<file path="config.mk">
export PLATFORM = sky130hd
export DESIGN_NAME = jk_reg_bank
export DESIGN_NICKNAME = d
export VERILOG_FILES = /design/src/rtl/jk_reg_bank.sv
export SDC_FILE = /design/constraint.sdc
export NUM_CORES = 1
export LEC_CHECK = 0
export CAP_MARGIN = 20
export CORE_AREA = 4 4 54 56
export DETAILED_ROUTE_END_ITERATION = 8
export DIE_AREA = 0 0 58 60
export PLACE_DENSITY = 0.91
export SYNTH_ARGS = -nofsm -noshare
export SYNTH_HDL_FRONTEND = slang
export SYNTH_SLANG_ARGS = --single-unit
</file>
<file path="constraint.sdc">
create_clock -name clk -period 2.9 [get_ports clk]
set_clock_uncertainty 0.1 [all_clocks]
set_input_delay 0.58 -clock clk [delete_from_list [all_inputs] [get_ports clk]]
set_output_delay 0.58 -clock clk [all_outputs]
set_load 0.005 [all_outputs]
</file>
<file path="src/rtl/jk_reg_bank.sv">
// jk_reg_bank: a bank of WIDTH JK flip-flops sharing one clock.
// Every mode (JK, D load, masked toggle, up/down count) is expressed as
// an effective per-bit J/K pair feeding the same JK next-state logic.
// The bank also provides a synchronous clear, a hold enable, a
// combinational terminal-count flag, a sticky wrap flag and a delayed
// change pulse.
//
// Handshake note: the block has no valid/ready interface. Inputs are
// sampled on every rising clock edge. Outputs are valid for the whole
// cycle that follows that edge.
module jk_reg_bank #(
  parameter int               WIDTH   = 8,
  parameter logic [WIDTH-1:0] RST_VAL = '0
) (
  input  logic             clk,
  input  logic             rst,
  input  logic             en,
  input  logic             sclr,
  input  logic [1:0]       mode,
  input  logic [WIDTH-1:0] J,
  input  logic [WIDTH-1:0] K,
  input  logic             up,
  output logic [WIDTH-1:0] Q,
  output logic [WIDTH-1:0] Qn,
  output logic             tc,
  output logic             wrap,
  output logic             changed
);

  localparam logic [1:0] MODE_JK    = 2'b00;
  localparam logic [1:0] MODE_D     = 2'b01;
  localparam logic [1:0] MODE_T     = 2'b10;
  localparam logic [1:0] MODE_COUNT = 2'b11;

  logic [WIDTH-1:0] cnt_t;     // per-bit toggle enable of the counter
  logic [WIDTH-1:0] j_eff;     // effective J after mode mapping
  logic [WIDTH-1:0] k_eff;     // effective K after mode mapping
  logic [WIDTH-1:0] q_next;    // JK next state for an enabled edge
  logic             at_end;    // Q is at the wrap point for the direction
  logic             chg_pend;  // this edge changed Q; shown on the next edge

  // Ripple toggle chain: a bit flips when all lower bits are 1 (up) or 0 (down).
  always_comb begin
    cnt_t    = '0;
    cnt_t[0] = 1'b1;
    for (int i = 1; i < WIDTH; i++) begin
      cnt_t[i] = cnt_t[i-1] & (up ? Q[i-1] : ~Q[i-1]);
    end
  end

  // Wrap point detection and the cascadable terminal-count output.
  always_comb begin
    at_end = up ? (&Q) : ~(|Q);
    tc     = (mode == MODE_COUNT) & en & ~sclr & at_end;
  end

  // Map the selected mode onto per-bit J/K inputs.
  always_comb begin
    j_eff = '0;
    k_eff = '0;
    case (mode)
      MODE_JK: begin
        j_eff = J;
        k_eff = K;
      end
      MODE_D: begin
        j_eff = J;
        k_eff = ~J;
      end
      MODE_T: begin
        j_eff = J;
        k_eff = J;
      end
      MODE_COUNT: begin
        j_eff = cnt_t;
        k_eff = cnt_t;
      end
      default: begin
        j_eff = '0;
        k_eff = '0;
      end
    endcase
  end

  // JK characteristic per bit: hold, reset, set, toggle.
  always_comb begin
    q_next = Q;
    for (int i = 0; i < WIDTH; i++) begin
      case ({j_eff[i], k_eff[i]})
        2'b00:   q_next[i] = Q[i];
        2'b01:   q_next[i] = 1'b0;
        2'b10:   q_next[i] = 1'b1;
        default: q_next[i] = ~Q[i];
      endcase
    end
  end

  // State register.
  // Priority: async reset, then sclr, then hold on en=0, then the mode update.
  // The change pulse is delayed twice, so 'changed' appears one edge after Q moves.
  always_ff @(posedge clk or negedge rst) begin
    if (!rst) begin
      Q        <= RST_VAL;
      wrap     <= 1'b0;
      chg_pend <= 1'b0;
      changed  <= 1'b0;
    end else begin
      changed <= chg_pend;
      if (sclr) begin
        Q        <= '0;
        wrap     <= 1'b0;
        chg_pend <= |Q;
      end else if (!en) begin
        chg_pend <= 1'b0;
      end else begin
        Q        <= q_next;
        chg_pend <= (q_next != Q);
        if ((mode == MODE_COUNT) && at_end) begin
          wrap <= 1'b1;
        end
      end
    end
  end

  assign Qn = ~Q;

endmodule

</file>
==> results.cfg <==
[layout]
fillers = 228
final_cell_area_um2 = 1564
layout.nets = 212
syn_to_final_growth_pct = 42.53
drive_gt1_share_pct = 10.64
n_antenna_cell = 0
stdcell_count = 218

[worst_setup_path]
reg2reg_depth = 6
crit_required_ns = 2.22
reg2reg_to = chg_pend$_DFF_PN0_
worstSetupStartpointType = primary input
rrSetupSlack_ns = 0.81
critPathMaxFanout = 2
timing.critical_path.arrival_ns = 1.81
timing.rr.start = Q[3]$_DFFE_PN0P_
end_kind = primary output
path_class = primary input to primary output

[yosys]
ys_warn_count = 0
synth_area_per_cell_um2 = 7.516
yosysTopAreaCell = dfrtp_1
ys_top_cells_by_count = a21oi_1 (17), nand2_1 (14), dfrtp_1 (11), inv_1 (11), o21ai_0 (9)
synth_cell_type_count = 47
syn_nets = 169
yosysMostFrequentCell = a21oi_1
ys_ff_latch = 11
synthesis.area_um2 = 1097
ys_seq_area_share_pct = 25.09
synthArstFlopShare_pct = 100.0
synthFlopType = dfrtp_1
yosysTopAreaCellShare_pct = 25.09
synth_edf_count = 0
synth_area_leaders = dfrtp_1 (25%), a21oi_1 (7.8%), nand2_1 (4.8%), o21ai_0 (4.1%), inv_1 (3.8%)
postSynthCellCount = 146

[placement]
gp_congestion = 0.9544
dp_hpwl_um = 2748
placed_cell_area_um2 = 1520
portBuffers = 41
dp.cells = 212

[global_routing]
overflow = 0
grt_pass1_wl_um = 5568
track_usage_pct = 20.74
grt_pass1_vias = 1255
antenna_found_initial = 0
grt_max_degree = 22

[detailed_routing]
wl_per_cell_um = 16.01
ant_nets = 0
route.detailed.drc = 0
via_count = 1320
routed_wl_um = 3491
vias_per_cell = 6.055
dr.pass1.iters = 4
drtIter0Drc = 51

[die]
num_rows = 18
design.portCount = 42
die_area_um2 = 3480
initial_utilization_pct = 45.11
die_h_um = 60
die-width_um = 58
core_area_um2 = 2432

[min_path]
worst_hold_path.num_cells = 0
hold_end = changed$_DFF_PN0_
worstHoldStart = chg_pend$_DFF_PN0_
hold_class = register to register

[sta]
slew_viol_final = 0
period_share_pct = 85.94
tightest_slew_ns = 0.5189
setup_viol = 0
slew_headroom_pct = 65.09
fin_crit_ns = 2.492
hold_viol = 0
fmax_mhz = 401.2
grt_setup_unrepaired = no
finalSetupTns_ns = 0

[power]
max-vdd-ir-drop_v = 0.0002924
p_per_area_nw_per_um2 = 310.8
finalPower_mw = 0.4861
clockPowerShare_pct = 20.4
p_switching_mw = 0.1582
power.share.combinational_pct = 41.4
seqPwrFrac_pct = 38.1
swShare_pct = 32.54
intPower_mw = 0.3280
power_leakage_nw = 0.6663

[clocking]
numClockSinks = 11
htreeDepth = 1
ctsRootBufferMaster = clkbuf_4
cts_tree = yes
path_clk_slew_ns = 0.07
cts_made_buffers = 3
clk_path_buf_depth = 2
ctsHoldBuffers = 0
insertion_delay_ns = 0.26

[outcome]
status = completed

[run]
maxCapViolations = 0
[metrics by stage]
stage / utilization (%) / hold slack [ns] / setup WS (ns)
4_1_cts: 63.58 / 0.2569 / 0.01529
5_1_grt: 64.30 / 0.2606 / 0.3284
2_1_floorplan: - / 0.1844 / 0.9090
3_3_place_gp: 62.50 / 0.2322 / 0.06141
6_report: 64.30 / 0.2520 / 0.4077
3_5_place_dp: 62.50 / 0.2411 / 0.01542
[cells in the final DEF (no fill, tap or decap), types with 2 or more instances in the layout]
cell type / instances
clkdlybuf4s50_1: 40
a21oi_1: 17
nand2_1: 14
dfrtp_1: 11
inv_1: 11
o21ai_0: 9
buf_4: 9
nand3_1: 6
nand4_1: 4
nor2_1: 4
a21o_1: 4
and2_1: 3
nor4_1: 3
nor3_1: 3
a211oi_1: 3
or3_1: 3
mux2i_1: 3
a31oi_1: 3
clkbuf_4: 3
and3_1: 2
o211ai_1: 2
nor2b_1: 2
a22oi_1: 2
o221ai_1: 2
o221a_2: 2
[per-layer routing]
layer	track usage (%)	share of wire, %	vias to the layer above
met5	0	0	-
met4	6.623	1.9	0
met3	5.400	8.8	8
met2	35.81	50	73
met1	25.13	39	611
li1	-	-	628
[how the worst max path moves through the flow]
stage / from / to / slack (ns) / cells after the start
4_1_cts: up / tc / 0.02 / 5
5_1_grt: up / tc / 0.33 / 5
3_3_place_gp: up / tc / 0.06 / 5
2_1_floorplan: up / Q[4]$_DFFE_PN0P_ / 0.91 / 6
6_report: up / tc / 0.41 / 5
3_5_place_dp: up / tc / 0.02 / 5
[worst max-delay path, cell delays in order]
cell	delay [ns]
clkdlybuf4s50_1	0.50
nand4_1	0.13
o32ai_1	0.24
and3_1	0.22
dlymetal6s2s_1	0.15
[repair_timing]
| action | CTS | global route |
|---|---|---|
| resized for setup | 0 | 1 |
| buffers inserted | 0 | 2 |
| setup endpoints to repair | 0 | 1 |
[flip-flops by register name, indices dropped and copies added (netlist names)]
name / flops
changed: 1
wrap: 1
Q: 8
chg_pend: 1
[power by group through the flow]
stage	clock network (mW)	registers, mW	logic [mW]
final	0.0994	0.185	0.201
after global placement	0	0.188	0.195
after floorplan	0	0.179	0.109
after detailed placement	0	0.188	0.200
after CTS	0.104	0.185	0.201
after global routing	0.114	0.188	0.218
[cell type report]
class	count	area [µm²]	area share, %
clock buffers	4	26.28	1.680
flip-flops and latches	11	275.3	17.60
well taps	30	37.54	2.400
inverters	11	41.29	2.640
repair buffers	50	480.5	30.72
multi-input cells	112	703.2	44.96
[logic make-up after synthesis]
logic type      count (synthesis)  share of synthesized area [%]
mux                             3                          2.737
buf+inv                        23                          10.83
xor+xnor                        2                          1.597
flops                          11                          25.09
compound gates                 55                          33.98
simple gates                   52                          25.77
Power figures use the tool's default switching activity.
